File: src/rtl/mem_access_unit_pkg.sv
// Shared types and helpers for the MEM-stage data-memory access unit:
// access-size encodings, FSM states, the latched request and strobe/lane helpers.
package mem_access_unit_pkg;

    typedef enum logic [1:0] {
        MASK_BYTE = 2'b00,
        MASK_HALF = 2'b01,
        MASK_WORD = 2'b10,
        MASK_ILL  = 2'b11
    } mask_e;

    typedef enum logic [1:0] {
        ST_IDLE = 2'b00,
        ST_REQ  = 2'b01,
        ST_RESP = 2'b10,
        ST_DONE = 2'b11
    } state_e;

    typedef struct packed {
        logic        we;
        mask_e       mask;
        logic        sext;
        logic [31:0] addr;
        logic [3:0]  wstrb;
        logic [31:0] wdata;
    } req_t;

    // Both-ops, reserved size and natural-alignment violations all count as illegal.
    function automatic logic is_illegal(input logic rd, input logic wr,
                                        input logic [1:0] mask, input logic [1:0] off);
        logic bad;
        case (mask_e'(mask))
            MASK_BYTE: bad = 1'b0;
            MASK_HALF: bad = off[0];
            MASK_WORD: bad = |off;
            default:   bad = 1'b1;
        endcase
        return bad | (rd & wr);
    endfunction

    function automatic logic [3:0] make_wstrb(input logic [1:0] mask, input logic [1:0] off);
        logic [3:0] strb;
        case (mask_e'(mask))
            MASK_BYTE: strb = 4'b0001 << off;
            MASK_HALF: strb = 4'b0011 << off;
            default:   strb = 4'hF;
        endcase
        return strb;
    endfunction

    function automatic logic [31:0] replicate(input logic [1:0] mask, input logic [31:0] wdata);
        logic [31:0] lanes;
        case (mask_e'(mask))
            MASK_BYTE: lanes = {4{wdata[7:0]}};
            MASK_HALF: lanes = {2{wdata[15:0]}};
            default:   lanes = wdata;
        endcase
        return lanes;
    endfunction

endpackage

File: src/rtl/mem_access_unit_align.sv
// Combinational load aligner: shifts the read word down by the byte offset,
// then masks and sign/zero-extends to the access size. Also usable on a WB forwarding path.
module mem_access_unit_align
    import mem_access_unit_pkg::*;
(
    input  logic [31:0] rdata,
    input  logic [1:0]  offset,
    input  mask_e       mask,
    input  logic        sext,
    output logic [31:0] load_data
);

    logic [31:0] shifted;

    always_comb begin
        shifted = rdata >> {offset, 3'b000};
        case (mask)
            MASK_BYTE: load_data = {{24{sext & shifted[7]}}, shifted[7:0]};
            MASK_HALF: load_data = {{16{sext & shifted[15]}}, shifted[15:0]};
            default:   load_data = shifted;
        endcase
    end

endmodule

File: src/rtl/mem_access_unit.sv
// MEM-stage data-memory access engine: valid/ready bus master with stall,
// byte strobes, store-lane replication, load alignment, timeout and flush handling.
module mem_access_unit
    import mem_access_unit_pkg::*;
#(
    parameter int TIMEOUT = 255
) (
    input  logic        clk,
    input  logic        reset,
    input  logic        mem_memRead,
    input  logic        mem_memWrite,
    input  logic [1:0]  mem_maskMode,
    input  logic        mem_sext,
    input  logic [31:0] mem_addr,
    input  logic [31:0] mem_wdata,
    input  logic        flush,
    output logic        dmem_valid,
    input  logic        dmem_ready,
    output logic        dmem_we,
    output logic [31:0] dmem_addr,
    output logic [3:0]  dmem_wstrb,
    output logic [31:0] dmem_wdata,
    input  logic        dmem_rvalid,
    input  logic [31:0] dmem_rdata,
    output logic        stall,
    output logic [31:0] load_data,
    output logic        load_valid,
    output logic        misalign,
    output logic        bus_err
);

    localparam int CNT_W = $clog2(TIMEOUT + 1);

    state_e             state_q, state_d;
    req_t               req_q, req_d;
    logic [CNT_W-1:0]   cnt_q, cnt_d;
    logic               discard_q, discard_d;
    logic               err_q, err_d;
    logic               misalign_q, misalign_d;
    logic [31:0]        load_data_q, load_data_d;

    logic               illegal;
    logic               start;
    logic               timed_out;
    logic [31:0]        aligned;

    mem_access_unit_align u_align (
        .rdata     (dmem_rdata),
        .offset    (req_q.addr[1:0]),
        .mask      (req_q.mask),
        .sext      (req_q.sext),
        .load_data (aligned)
    );

    // Start is gated by reset so stall cannot leak out while reset is held.
    assign illegal   = is_illegal(mem_memRead, mem_memWrite, mem_maskMode, mem_addr[1:0]);
    assign start     = reset & (mem_memRead ^ mem_memWrite) & ~illegal & ~flush;
    assign timed_out = (cnt_q == CNT_W'(TIMEOUT));

    // NOTE: every always_comb output gets a default first so no path can infer a latch.
    always_comb begin
        state_d     = state_q;
        req_d       = req_q;
        cnt_d       = cnt_q;
        discard_d   = discard_q;
        err_d       = err_q;
        load_data_d = load_data_q;
        misalign_d  = 1'b0;
        stall       = 1'b0;
        load_valid  = 1'b0;
        bus_err     = 1'b0;

        case (state_q)
            ST_IDLE: begin
                misalign_d = reset & (mem_memRead | mem_memWrite) & illegal & ~flush;
                if (start) begin
                    stall       = 1'b1;
                    state_d     = ST_REQ;
                    cnt_d       = '0;
                    discard_d   = 1'b0;
                    err_d       = 1'b0;
                    req_d.we    = mem_memWrite;
                    req_d.mask  = mask_e'(mem_maskMode);
                    req_d.sext  = mem_sext;
                    req_d.addr  = mem_addr;
                    req_d.wstrb = mem_memWrite ? make_wstrb(mem_maskMode, mem_addr[1:0]) : 4'h0;
                    req_d.wdata = replicate(mem_maskMode, mem_wdata);
                end
            end
            ST_REQ: begin
                stall     = 1'b1;
                discard_d = discard_q | flush;
                if (dmem_ready) begin
                    state_d = req_q.we ? ST_DONE : ST_RESP;
                    cnt_d   = '0;
                end else if (timed_out) begin
                    bus_err = 1'b1;
                    err_d   = 1'b1;
                    state_d = ST_DONE;
                    if (!req_q.we) load_data_d = '0;
                end else begin
                    cnt_d = cnt_q + CNT_W'(1);
                end
            end
            ST_RESP: begin
                stall     = 1'b1;
                discard_d = discard_q | flush;
                if (dmem_rvalid) begin
                    state_d = ST_DONE;
                    if (!discard_d) load_data_d = aligned;
                end else if (timed_out) begin
                    bus_err     = 1'b1;
                    err_d       = 1'b1;
                    state_d     = ST_DONE;
                    load_data_d = '0;
                end else begin
                    cnt_d = cnt_q + CNT_W'(1);
                end
            end
            default: begin
                load_valid = ~req_q.we & ~discard_q & ~err_q;
                state_d    = ST_IDLE;
            end
        endcase
    end

    always_comb begin
        dmem_valid = (state_q == ST_REQ);
        dmem_we    = dmem_valid & req_q.we;
        dmem_addr  = dmem_valid ? {req_q.addr[31:2], 2'b00} : 32'h0;
        dmem_wstrb = dmem_valid ? req_q.wstrb : 4'h0;
        dmem_wdata = dmem_valid ? req_q.wdata : 32'h0;
        load_data  = load_data_q;
        misalign   = misalign_q;
    end

    // NOTE: the request latch is reset along with control so the bus never sees stale values.
    always_ff @(posedge clk or negedge reset) begin
        if (!reset) begin
            state_q     <= ST_IDLE;
            req_q       <= '0;
            cnt_q       <= '0;
            discard_q   <= 1'b0;
            err_q       <= 1'b0;
            misalign_q  <= 1'b0;
            load_data_q <= '0;
        end else begin
            // NOTE: non-blocking assignments keep every flop updating from the same pre-edge values.
            state_q     <= state_d;
            req_q       <= req_d;
            cnt_q       <= cnt_d;
            discard_q   <= discard_d;
            err_q       <= err_d;
            misalign_q  <= misalign_d;
            load_data_q <= load_data_d;
        end
    end

endmodule
File: config.mk
export PLATFORM = sky130hd
export DESIGN_NAME = mem_access_unit
export DESIGN_NICKNAME = d
export VERILOG_FILES = /design/src/rtl/mem_access_unit_pkg.sv /design/src/rtl/mem_access_unit_align.sv /design/src/rtl/mem_access_unit.sv
export SDC_FILE = /design/constraint.sdc
export NUM_CORES = 1
export LEC_CHECK = 0
export CAP_MARGIN = 40
export CORE_MARGIN = 2
export CORE_UTILIZATION = 35
export CTS_BUF_LIST = sky130_fd_sc_hd__clkbuf_8
export CTS_CLUSTER_DIAMETER = 40
export DETAILED_ROUTE_END_ITERATION = 10
export SLEW_MARGIN = 0
export SYNTH_ARGS = -nofsm -noshare
export SYNTH_HDL_FRONTEND = slang
export SYNTH_SLANG_ARGS = --single-unit
File: constraint.sdc
create_clock -name clk -period 3.6 [get_ports clk]
set_input_delay 0.36 -clock clk [delete_from_list [all_inputs] [get_ports clk]]
set_output_delay 0.36 -clock clk [all_outputs]
set_load 0.005 [all_outputs]
# == Yosys cells after proc, flatten, opt, wreduce, memory -nomap -nowiden ==
# Index checks and enable logic that the tools add are counted.
# op_classes
addsub,1
multipliers,0
n_div,0
magnitude_cmp,0
n_eq_ne,13
shift,3
mux,40
bitwise_logic,21
n_reduce_logical,14
# ops
cell,n
two-way mux 32 bit,8
case mux 32 bit (2 select lines),3
two-way mux 8 bit,4
>> shifter 32 x 5 -> 32 bit,1
case mux 8 bit (3 select lines),1
AND 1 bit,12
two-way mux 1 bit,11
adder 8 x 1 -> 8 bit (second input constant),1
== test 8 bit (second input constant),1
two-way mux 2 bit,4
two-way mux 4 bit,2
inequality test 2 bit (second input constant),4
case mux 4 bit (2 select lines),1
== test 2 x 1 -> 1 bit (second input constant),3
zero test 2 bit,3
inequality test 3 bit (second input constant),2
case mux 1 bit (2 select lines),3
case mux 1 bit (3 select lines),2
case mux 2 bit (3 select lines),1
AND reduction 6 bit,1
NOT 1 bit,5
== test 2 bit (second input constant),2
AND reduction 2 bit,2
AND reduction 4 bit,1
10 further kinds,14
# word_totals
reg_bits,117
latch_bits,0
ramBits,0
romBits,0
input_bits,106
output_inout_bits,106
mem_count,0

# == Depth between registers and ports, before layout ==
# Gate-level depths: netlist (run 1).
# logic_depth
word_depth,8
mapped_depth,8
mapped_depth_nobuf,6

# == Hierarchy ==
# From an unflattened synthesis (run 1), not the netlist that was laid out.
# hier_totals
hier_cells,668
hier_area_um2,6657.6
# modules_own_cells
module,n_inst,cells_each,area_each_um2,seq_area_each_um2
mem_access_unit,1,562,5849.4,2927.8
mem_access_unit_align,1,106,808.3,0.0

# == Least setup slack after synthesis (run 1) ==
# OpenSTA, ideal clock, no wires.
# synth_path
path_kind,register to register
start,register cnt_q[0]
end,"register load_data_q[0], in the netlist load_data[0]"
setup_ps,125
t_arrival_ps,1834
required_ps,3475
setup_slack_ps,1641
stages_incl_launch_ff,8
n_path_buf,2
period_less_slack_ps,1959
path_cell_list,dfrtp_1 ha_1 and4_1 buf_6 and4_4 o22a_4 buf_12 mux2_4
# synth_via
elab_chain_len,3
# synth_rtl
element,line,rtl
from (decl),mem_access_unit.sv:36,"logic [CNT_W-1:0] cnt_q, cnt_d;"
from (signal assigned),mem_access_unit.sv:151,cnt_q <= cnt_d;
== test 8 bit (*),mem_access_unit.sv:58,assign timed_out = (cnt_q == CNT_W'(TIMEOUT));
inequality test 3 bit (no source line) / inequality test 2 x 1 -> 1 bit (equally long branches),--,
AND reduction 6 bit (no source line) (*),--,
to (signal assigned),mem_access_unit.sv:155,load_data_q <= load_data_d;
to (decl),mem_access_unit.sv:40,"logic [31:0] load_data_q, load_data_d;"
# Mark *: on every way between the ends. The rest lies on a longest branch, timed or not.
# A chain may end at the register's enable or synchronous reset.

# == Worst setup path after layout (run 1) ==
# layout_path
start,register state_q[1]
end,output bus_err
# layout_via
elab_chain_len,2
# layout_rtl
element,line,rtl
from (decl),mem_access_unit.sv:34,"state_e state_q, state_d;"
from (signal assigned),mem_access_unit.sv:149,state_q <= state_d;
== test 2 bit / == test 2 x 1 -> 1 bit (equally long branches),mem_access_unit.sv:73,case (state_q)
case mux 1 bit (2 select lines) (*),mem_access_unit.sv:73,
to (decl),mem_access_unit.sv:29,output logic bus_err
# Marks and branches as above.

==> summary.md, run 1 <==
| Metric | Value |
|---|---|
| Setup slack on the worst flop-to-flop path | `0.97 ns` |
| Starting Density | `35.4%` |
| Setup TNS | `0 ns` |
| Largest net degree at the start of global routing | `95` |
| FF-to-FF End | `load_data[15]` |
| Critical Path RT | `3.24 ns` |
| Die ar. | `19,900 µm²` |
| Final Wtd Congestion | `0.846` |
| Distinct cells, synth | `57` |
| Final Cell Area | `9170 µm²` |
| Fin. max-slew vios | `0` |
| Worst Setup SP | `state_q[1]` |
| Yosys top cell by area | `dfrtp_1` |
| Sw Pwr | `2.11 mW` |
| Area after DPL | `8820 µm²` |
| Root buffer cell | `clkbuf_8` |
| RSZ-0062 raised after global routing | `no` |
| Largest cells by area after synthesis | `dfrtp_1, mux2_2, and2_1` |
| CP Launch Type | `register` |
| DRT Pass-1 Iters | `7` |
| Sink Count | `117` |
| Core area | `18,600 µm²` |
| Area grow syn2layout | `39.5%` |
| CP Capture Type | `output port` |
| Leakage | `3.96 nW` |
| Worst-skew pair later-pin latency | `0.43 ns` |
| Comb power frac | `46.7%` |
| Initial antenna violation count | `1` |
| Share of layout cells above drive strength 1 | `14.1%` |
| Slowest CP cell | `ha_2` |
| Worst R2R Start | `state_q[1]` |
| Antenna Nets Post-Route | `0` |
| Post-synth EDFFs | `0` |
| Final min period | `3.11 ns` |
| Via count of the routed design | `5,421` |
| HPWL after DPL | `13,500 µm` |
| H-tree depth | `4` |
| GRT overflow | `0` |
| Overall Power | `5.96 mW` |
| Crit path cell chain | `inv_1 > ha_2 > nor2b_1 > o21ai_0 > nor2_1 > clkdlybuf4s50_1` |
| Total CTS buffers | `17` |
| Post-CTS sizing | `0` |
| Post-synth top flop | `dfrtp_1` |
| Global-route wire length before repair | `29,900 µm` |
| FMAX | `322 MHz` |
| Switching Share | `35.4%` |
| Status | `finished, final reports clean` |
| Iter 0 DRT Violations | `325` |
| Synthesis warning total | `0` |
| Crit path DAT | `2.75 ns` |
| Register area share after synthesis | `44.5%` |
| Final wirelength | `18,600 µm` |
| Setup Crit Path Kind | `register to output port` |
| Count of final setup violators | `0` |
| Layout Skew | `0.00928 ns` |
| GRT Total Usage | `18.9%` |
| Die Height | `141 µm` |
| Clk slew on worst S/H paths | `0.07 ns` |
| CP Max Fanout | `43` |
| Max incr delay on CP | `0.60 ns` |
| Worst vdd ir | `0.286 mV` |
| Pwr Density | `649 nW/µm²` |
| CTS tree | `built` |
| Fin. Hold Viols | `0` |
| Per-cell routed wire length | `17.7 µm` |
| Reg2reg path depth | `6` |
| Row count | `50` |
| Number of global-route vias before repair | `5,586` |
| Max Cap Viol | `0` |
| Clock network fraction of design power | `18.1%` |
| Hold WS | `0.355 ns` |
| Yosys top cell area share | `44.5%` |
| Slew HR | `47.6%` |
| Critical path endpoint | `bus_err` |
| DR DRC count | `0` |
| Sequential power share | `35.1%` |
| Clock Tree Buf Depth | `2` |
| Mapped Area | `6580 µm²` |
| Port Buf Inserts | `209` |
| Period utilization | `86.4%` |
| Ys async rst share | `100%` |
| Syn Inst Count | `615` |
| #FFs+latches synth | `117` |
| DR vias/cell | `5.13` |
| IO Count | `212` |
| Nets | `924` |
| Antenna diodes | `0` |
| Average size of a mapped cell | `10.7 µm²` |
| Hold crit path type | `input pin to asynchronous set/reset pin` |
| Cell internal pwr | `3.85 mW` |
| Die W | `141 µm` |
| Worst slew pin tran | `0.777 ns` |
-- sequential cells by signal, indices dropped and copies added, names as in the netlist --
| signal | cells |
|---|---|
| cnt_q | 8 |
| discard_q | 1 |
| err_q | 1 |
| load_data | 32 |
| misalign | 1 |
| req_q | 72 |
| state_q | 2 |
-- cells by family (layout without fill, tap and decap cells) --
group / Yosys count / in the layout / share of synthesized area, %
buffers and inverters: 64 / 270 / 5.14
adders and majority gates: 8 / 8 / 1.52
muxes: 111 / 111 / 19.6
and+or+nand+nor: 166 / 166 / 14.2
AOI/OAI and AO/OA: 148 / 148 / 15.0
other: 1 / 2 / 0.0570
DFF: 117 / 117 / 44.5
-- power groups by stage --
| stage | sequential, mW | clock (mW) | combinational, mW |
|---|---|---|---|
| finish | 2.09 | 1.08 | 2.78 |
| CTS | 2.10 | 1.12 | 2.81 |
| floorplan | 2.00 | 0 | 1.79 |
| detailed placement | 2.11 | 0 | 2.80 |
| global route | 2.16 | 1.18 | 3.05 |
| global placement | 2.12 | 0 | 2.69 |
-- synth_stat cells, drive strengths merged, types with 2 or more instances --
cell     instances
a211oi          18
a21oi           29
a22o             9
a2bb2oi          2
a31oi            4
and2            71
and3             2
and4             3
buf             29
clkbuf          17
dfrtp          117
ha               8
inv             18
mux2            67
mux2i           43
nand2           36
nand2b           2
nand3            5
nand4            3
nand4b           2
nor2            22
nor2b           13
nor3             2
nor4b            2
o2111ai          2
o211ai           3
o21a             2
o21ai           44
o22a             7
o22ai            9
o2bb2ai         14
-- layout by cell type (no fill, tap or decap), types with 3 or more instances in the layout --
master             n
buf_4             10
a31oi_1            4
mux2_1             5
o2bb2ai_1         14
ha_1               7
o22a_1             5
o21ai_0           43
mux2_2            40
a211oi_1          18
nor2_1            22
mux2_4            22
and2_1            70
a22o_1             9
nor2b_1           13
inv_1             21
clkbuf_8          18
clkdlybuf4s50_1  208
nand3_1            5
a21oi_1           28
nand2_1           36
mux2i_1           43
dfrtp_1          117
nand4_1            3
clkinv_2           6
o22ai_1            9
-- worst min path at each step --
stage	depth (start not counted)	slack (ns)	from	to
floorplan	0	0.06	reset	cnt_q[0]
CTS	2	0.35	reset	cnt_q[6]
global route	2	0.36	reset	cnt_q[6]
global placement	1	0.26	reset	cnt_q[6]
finish	2	0.36	reset	cnt_q[6]
detailed placement	1	0.27	reset	cnt_q[6]
-- worst max-delay path: cells and delay by family (launching register included) --
kind	cells	cell delay [ns]
compound gates	1	0.15
fa+ha+maj	1	0.60
buf+inv	2	0.62
flops	1	0.45
simple gates	2	0.47
-- layout make-up --
cell class                      instances  area, µm²
Tap cell                              234        293
Clock inverter                         13       95.1
Inverter                               18       67.6
Timing Repair Buffer                  221       2210
Sequential cell                       117       2930
Multi-Input combinational cell        435       3330
Fill cell                            1705       9410
Clock buffer                           18        248
-- stage by stage --
stage,instances,util (%),worst slack [ns]
3_5_place_dp,1024,47.5,0.710
3_3_place_gp,1021,47.2,0.757
5_1_grt,1056,49.4,0.232
2_1_floorplan,616,-,1.64
4_1_cts,1056,49.4,0.423
6_report,1056,49.4,0.491
-- what timing repair did --
item | 4_1_cts | 5_1_grt
hold buffers | 1 | 0
setup buffers | 0 | 0
hold endpoints to repair | 19 | 0
-- layer usage --
metal	GRT usage (%)	share of wire (%)
met5	0	0
met2	30.3	46
met4	5.58	0.91
met3	7.27	9.3
met1	23.9	44
Note: power is estimated with default switching activity, not from simulation.
==> inputs of run 2 (changes only) <==
--- a/config.mk
+++ b/config.mk
@@ -8,10 +8,11 @@
 export CAP_MARGIN = 40
 export CORE_MARGIN = 2
 export CORE_UTILIZATION = 35
-export CTS_BUF_LIST = sky130_fd_sc_hd__clkbuf_8
 export CTS_CLUSTER_DIAMETER = 40
 export DETAILED_ROUTE_END_ITERATION = 10
+export PLACE_DENSITY = 0.66
 export SLEW_MARGIN = 0
 export SYNTH_ARGS = -nofsm -noshare
 export SYNTH_HDL_FRONTEND = slang
 export SYNTH_SLANG_ARGS = --single-unit
+export TNS_END_PERCENT = 30
==> constraint.sdc (replaced) <==
create_clock -name clk -period 2.78 [get_ports clk]
set_input_delay 0.278 -clock clk [delete_from_list [all_inputs] [get_ports clk]]
set_output_delay 0.278 -clock clk [all_outputs]
set_load 0.005 [all_outputs]
==> run 2 against run 1 <==
Net effect:
- final cell count increased by 0.76%
- utilization up 1.9 points
- power is 46% higher
- clock-buffer cell count is 4 higher
- critical path depth increased by 1
- hold slack gained 0.039 ns
- sequential share of layout area is 1.2 points lower
- via count fell by 0.70%
- worst setup slack lost 0.34 ns
- first-iteration DRC count fell by 4.0%
- clock skew is 0.0026 ns lower
- sequential cell count stayed put
==> summary.md, run 2 (synthesized netlist as in run 1, its figures left out) <==
| Metric | Value |
|---|---|
| Starting Density | `35.4% (unchanged)` |
| Root buffer cell | `clkbuf_16` |
| FF-to-FF End | `load_data[4]` |
| Worst R2R Start | `state_q[1]` |
| Max Cap Viol | `0 (unchanged)` |
| Worst-skew pair later-pin latency | `0.42 ns (about the same)` |
| Nets | `933 (+0.97%)` |
| Fin. Hold Viols | `0 (unchanged)` |
| CP Capture Type | `output port` |
| Setup slack on the worst flop-to-flop path | `0.37 ns (-0.60 ns)` |
| Number of global-route vias before repair | `5,522 (-1.1%)` |
| Most frequent standard cell in the layout excluding fill and tap cells | `clkdlybuf4s50_1` |
| Sw Pwr | `2.81 mW (+33%)` |
| GRT Total Usage | `19.1% (+0.17 points)` |
| Hold crit path type | `input pin to asynchronous set/reset pin` |
| H-tree depth | `4 (unchanged)` |
| Row count | `50 (unchanged)` |
| Setup Crit Path Kind | `input pin to output port` |
| Share of layout cells above drive strength 1 | `15.3% (+1.2 points)` |
| Final Wtd Congestion | `0.841 (-0.58%)` |
| Place WS | `0.182 ns (-0.528 ns)` |
| DR vias/cell | `5.06 (-1.4%)` |
| Crit path DAT | `2.35 ns (-0.40 ns)` |
| Clk slew on worst S/H paths | `0.06 ns (about the same)` |
| IO Count | `212 (unchanged)` |
| Layout Skew | `0.00665 ns (-0.00263 ns)` |
| Final wirelength | `18,400 µm (-1.1%)` |
| Fin. max-slew vios | `0 (unchanged)` |
| Area grow syn2layout | `44.9%` |
| Largest Register | `req_q` |
| Initial antenna violation count | `0 (-1)` |
| HPWL after DPL | `13,100 µm (-2.9%)` |
| Leakage | `4.12 nW (+4.0%)` |
| Clock Tree Buf Depth | `2 (unchanged)` |
| Antenna Nets Post-Route | `0 (unchanged)` |
| Slew HR | `51.3% (+3.7 points)` |
| Switching Share | `32.3% (-3.1 points)` |
| Largest net degree at the start of global routing | `81 (-15%)` |
| Die W | `141 µm (unchanged)` |
| Via count of the routed design | `5,383 (-0.70%)` |
| CP Max Fanout | `6 (-86%)` |
| RSZ-0062 raised after global routing | `no` |
| Sequential power share | `31.0% (-4.1 points)` |
| Antenna diodes | `0 (unchanged)` |
| GRT overflow | `0 (unchanged)` |
| Worst Setup SP | `mem_memWrite` |
| Critical Path RT | `2.50 ns (-0.74 ns)` |
| Commonest cells after routing, fill and taps aside | `clkdlybuf4s50_1, dfrtp_1, and2_1` |
| Worst slew pin tran | `0.723 ns (-0.0544 ns)` |
| Cell internal pwr | `5.89 mW (+53%)` |
| Die Height | `141 µm (unchanged)` |
| Fillers | `1,669 (-2.1%)` |
| FMAX | `381 MHz` |
| Largest register FFs | `72 (unchanged)` |
| DR DRC count | `0 (unchanged)` |
| Reg2reg path depth | `6 (unchanged)` |
| Final Cell Area | `9530 µm² (+3.9%)` |
| Final min period | `2.62 ns` |
| CP Launch Type | `input pin` |
| Clock network fraction of design power | `27.3% (+9.2 points)` |
| Port Buf Inserts | `209 (unchanged)` |
| Iter 0 DRT Violations | `312 (-4.0%)` |
| Period utilization | `94.4%` |
| CTS tree | `built` |
| PnR worst setup slack | `0.156 ns (-0.335 ns)` |
| Total CTS buffers | `17 (unchanged)` |
| Sink Count | `117 (unchanged)` |
| Setup Fix Bufs, Post-CTS | `0 (unchanged)` |
| Setup TNS | `0 ns (unchanged)` |
| Comb power frac | `41.8% (-4.9 points)` |
| Status | `finished, final reports clean` |
| Worst vdd ir | `0.512 mV (+79%)` |
| Global-route wire length before repair | `30,000 µm (+0.53%)` |
| Area after DPL | `8890 µm² (+0.81%)` |
| Pwr Density | `913 nW/µm² (+41%)` |
| Die ar. | `19,900 µm² (unchanged)` |
| Core area | `18,600 µm² (unchanged)` |
| DRT Pass-1 Iters | `4 (-3)` |
| Per-cell routed wire length | `17.3 µm (-1.9%)` |
| Count of final setup violators | `0 (unchanged)` |
==> run 2: changes by cell type in the layout (fill, tap and decap cells not counted), moves of 3 or more <==
cell and change:
clkbuf_8 -14, inv_1 -3, buf_4 +8, bufinv_16 +3
clkinv_2 -5, clkbuf_16 +17
==> run 2: worst max-delay path, stage by stage <==
cell             delay [ns]
clkdlybuf4s50_1        0.59
inv_1                  0.09
ha_1                   0.27
and4bb_2               0.29
o211ai_4               0.12
a21oi_1                0.16
clkdlybuf4s50_1        0.55
==> run 2: how the worst max path moves through the flow <==
stage	cells past startpoint	endpoint	slack, ns
after floorplan	7	load_data[0]	0.82
after global placement	7	stall	0.19
after detailed placement	7	stall	0.18
after CTS	5	bus_err	0.13
after global routing	5	bus_err	0.03
final	7	stall	0.16
==> run 2: repair_timing <==
| item | in CTS | in global routing |
|---|---|---|
| endpoints found under the setup margin | 0 | 1 |
| endpoints found under the hold margin | 9 | 0 |
| hold buffers | 1 | 0 |
| resized for setup | 0 | 1 |
==> run 2: routing by layer <==
metal	up-vias	share of wire [%]	track usage (%)
met1	2591	45	24.8
met2	179	46	29.8
li1	2597	-	-
met4	0	0.94	4.47
met3	16	8.7	8.02
met5	-	0	0
==> run 2: cell type report <==
cell class	instances	area [µm²]	share of cell area [%]
multi-input combinational	435	3330	34.9
sequential	117	2930	30.7
timing repair buffer	230	2290	24.0
clock buffer	22	484	5.08
tap	234	293	3.07
clock inverter	8	148	1.55
inverter	18	67.6	0.709
==> run 2: power by group through the flow <==
| stage | registers, mW | clock network, mW | logic (mW) |
|---|---|---|---|
| global placement | 2.70 | 0 | 3.62 |
| detailed placement | 2.72 | 0 | 3.66 |
| global route | 2.79 | 2.50 | 3.99 |
| CTS | 2.70 | 2.42 | 3.68 |
| floorplan | 2.59 | 0 | 2.32 |
| finish | 2.70 | 2.37 | 3.63 |
==> run 2: stage by stage <==
stage                     power (mW)  util [%]  hold WS (ns)  instances
after floorplan                 4.90         -       -0.0176        616
after global placement          6.32      47.6         0.454       1030
after detailed placement        6.38      47.9         0.273       1033
after CTS                       8.80      51.3         0.384       1064
after global routing            9.29      51.3         0.402       1064
final                           8.70      51.3         0.394       1064
==> inputs of run 3 (changes only) <==
--- a/config.mk
+++ b/config.mk
@@ -8,9 +8,11 @@
 export CAP_MARGIN = 40
 export CORE_MARGIN = 2
 export CORE_UTILIZATION = 35
+export CTS_BUF_LIST = sky130_fd_sc_hd__clkbuf_8 sky130_fd_sc_hd__clkbuf_16
 export CTS_CLUSTER_DIAMETER = 40
 export DETAILED_ROUTE_END_ITERATION = 10
 export PLACE_DENSITY = 0.66
+export RECOVER_POWER = 25
 export SLEW_MARGIN = 0
 export SYNTH_ARGS = -nofsm -noshare
 export SYNTH_HDL_FRONTEND = slang
==> run 3 against run 2 <==
Net effect:
- routed wire length about the same
- via count is 0.17% lower
- critical path depth unchanged
- sequential cell count stayed put
- non-clock buffer count stayed put
- hold slack improved by 0.061 ns
- power fell by 0.10%
- final area is 0.34% lower
- register-to-register slack hardly changed
- maximum frequency is essentially flat
- first-iteration DRC count grew 8.7%
==> summary.md, run 3 (synthesized netlist as in run 1, its figures left out) <==
| Metric | Value |
|---|---|
| Sequential power share | `31.0% (about the same)` |
| Max Cap Viol | `0 (unchanged)` |
| Core area | `18,600 µm² (unchanged)` |
| Worst slew pin tran | `1.42 ns (+0.698 ns)` |
| Final Wtd Congestion | `0.841 (unchanged)` |
| Die ar. | `19,900 µm² (unchanged)` |
| Starting Density | `35.4% (unchanged)` |
| Sw Pwr | `2.81 mW (about the same)` |
| HPWL after DPL | `13,100 µm (unchanged)` |
| Fin. Hold Viols | `0 (unchanged)` |
| Commonest cells after routing, fill and taps aside | `clkdlybuf4s50_1, dfrtp_1, and2_1` |
| Die W | `141 µm (unchanged)` |
| Nets | `933 (unchanged)` |
| Row count | `50 (unchanged)` |
| GRT overflow | `0 (unchanged)` |
| RSZ-0062 raised after global routing | `no` |
| Switching Share | `32.3% (+0.033 points)` |
| Per-cell routed wire length | `17.3 µm (about the same)` |
| Setup slack on the worst flop-to-flop path | `0.36 ns (about the same)` |
| WL met2 | `8460 µm (about the same)` |
| Fillers | `1,675 (+0.36%)` |
| IO Count | `212 (unchanged)` |
| Crit path cell chain | `clkdlybuf4s50_1 > inv_1 > ha_1 > and4bb_2 > o211ai_4 > a21oi_1 > clkdlybuf4s50_1` |
| Final min period | `2.62 ns (-0.000487 ns)` |
| CP Capture Type | `output port` |
| Slew HR | `5.29% (-46 points)` |
| Largest net degree at the start of global routing | `81 (unchanged)` |
| Slowest CP cell | `clkdlybuf4s50_1` |
| PnR worst setup slack | `0.156 ns (+0.000487 ns)` |
| Most frequent CP cell | `clkdlybuf4s50_1` |
| Max incr delay on CP | `0.59 ns (about the same)` |
| Top sig layer | `met4` |
| CTS tree | `built` |
| Place WS | `0.182 ns (unchanged)` |
| Initial antenna violation count | `0 (unchanged)` |
| Area grow syn2layout | `44.5%` |
| Root buffer cell | `clkbuf_16` |
| Clock network fraction of design power | `27.3% (about the same)` |
| Worst-skew pair later-pin latency | `0.41 ns (about the same)` |
| Leakage | `4.10 nW (-0.30%)` |
| Die Height | `141 µm (unchanged)` |
| Critical Path RT | `2.50 ns (about the same)` |
| Hold WS | `0.455 ns (+0.0607 ns)` |
| Setup TNS | `0 ns (unchanged)` |
| Port Buf Inserts | `209 (unchanged)` |
| FMAX | `381 MHz (about the same)` |
| Final Cell Area | `9500 µm² (-0.34%)` |
| Met3 WL | `1680 µm (+5.1%)` |
| Largest Register | `req_q` |
| Final wirelength | `18,400 µm (about the same)` |
| Sink Count | `117 (unchanged)` |
| DRT Pass-1 Iters | `4 (unchanged)` |
| GRT Total Usage | `19.1% (unchanged)` |
| Status | `finished, final reports clean` |
| DR vias/cell | `5.05 (-0.17%)` |
| Number of global-route vias before repair | `5,522 (unchanged)` |
| DR DRC count | `0 (unchanged)` |
| Largest register FFs | `72 (unchanged)` |
| Total CTS buffers | `17 (unchanged)` |
| Area after DPL | `8890 µm² (unchanged)` |
| Fin. max-slew vios | `0 (unchanged)` |
| Clk slew on worst S/H paths | `0.06 ns (about the same)` |
| Antenna diodes | `0 (unchanged)` |
| Comb power frac | `41.8% (about the same)` |
| FF+latch area | `2930 µm² (unchanged)` |
| Layout Skew | `0.00670 ns (+0.0000436 ns)` |
| CP Max Fanout | `6 (unchanged)` |
| Multi-input gate area | `3330 µm² (unchanged)` |
| Global-route wire length before repair | `30,000 µm (unchanged)` |
| H-tree depth | `4 (unchanged)` |
| Antenna Nets Post-Route | `0 (unchanged)` |
| Share of layout cells above drive strength 1 | `15.1% (-0.24 points)` |
| Hold crit path type | `input pin to register` |
| Worst vdd ir | `0.512 mV (about the same)` |
| Period utilization | `94.4% (about the same)` |
| CP Launch Type | `input pin` |
| Pwr Density | `915 nW/µm² (+0.24%)` |
| Count of final setup violators | `0 (unchanged)` |
| Crit path DAT | `2.35 ns (about the same)` |
| Cell internal pwr | `5.88 mW (-0.15%)` |
| Clock Tree Buf Depth | `2 (unchanged)` |
| Iter 0 DRT Violations | `339 (+8.7%)` |
| Met1 WL | `8120 µm (-1.0%)` |
| Setup Crit Path Kind | `input pin to output port` |
| Via count of the routed design | `5,374 (-0.17%)` |
| Most frequent standard cell in the layout excluding fill and tap cells | `clkdlybuf4s50_1` |
## run 3: changes by cell type in the layout (fill, tap and decap cells not counted)
cell	change
buf_2	+1
clkbuf_1	+1
clkbuf_2	+1
inv_1	+1
buf_16	-1
buf_4	-3
## run 3: timing repair
| item | 4_1_cts | 5_1_grt |
|---|---|---|
| resized for setup | 0 | 1 |
| setup endpoints to repair | 0 | 1 |
| hold buffers | 1 | 0 |
| buffers inserted | 0 | 0 |
| endpoints found under the hold margin | 9 | 0 |
## run 3: metrics by stage
stage                     util (%)  instances  power [mW]
final                         51.1       1064        8.69
after global routing          51.1       1064        9.28
after CTS                     51.3       1064        8.80
after detailed placement      47.9       1033        6.38
after global placement        47.6       1030        6.32
after floorplan                  -        616        4.90
## run 3: final cells by class
type / count / share of cell area, %
multi-input combinational: 435 / 35.0
clock buffer: 21 / 5.06
timing repair buffer: 230 / 23.7
clock inverter: 9 / 1.59
sequential: 117 / 30.8
inverter: 18 / 0.711
tap: 234 / 3.08
## run 3: power groups by stage
stage / Combinational [mW] / Clock, mW / Sequential (mW)
2_1_floorplan: 2.32 / 0 / 2.59
3_3_place_gp: 3.62 / 0 / 2.70
3_5_place_dp: 3.66 / 0 / 2.72
4_1_cts: 3.68 / 2.42 / 2.70
5_1_grt: 3.99 / 2.50 / 2.79
6_report: 3.63 / 2.37 / 2.69
## run 3: metal layers
layer	track usage, %	vias to the layer above
met2	29.8	177
met5	0	-
met1	24.8	2590
li1	-	2594
met3	8.02	13
met4	4.47	0
## run 3: path summary, 6_finish.rpt
path                              start           end  depth (start not counted)
hold reg to reg               req_q[15]     req_q[15]                          2
setup reg to reg             state_q[1]  load_data[4]                          6
max in group asynchronous         reset     req_q[26]                          4
hold / removal             mem_addr[15]     req_q[51]                          2
setup / recovery           mem_memWrite         stall                          7
min in group asynchronous         reset     req_q[60]                          3
## run 3: critical path: cells and delay by family
family                   cells  cell delay (ns)
buffers and inverters        3             1.23
AO/OA/AOI/OAI                2             0.28
adder cells (fa/ha/maj)      1             0.27
AND/OR/NAND/NOR              1             0.29
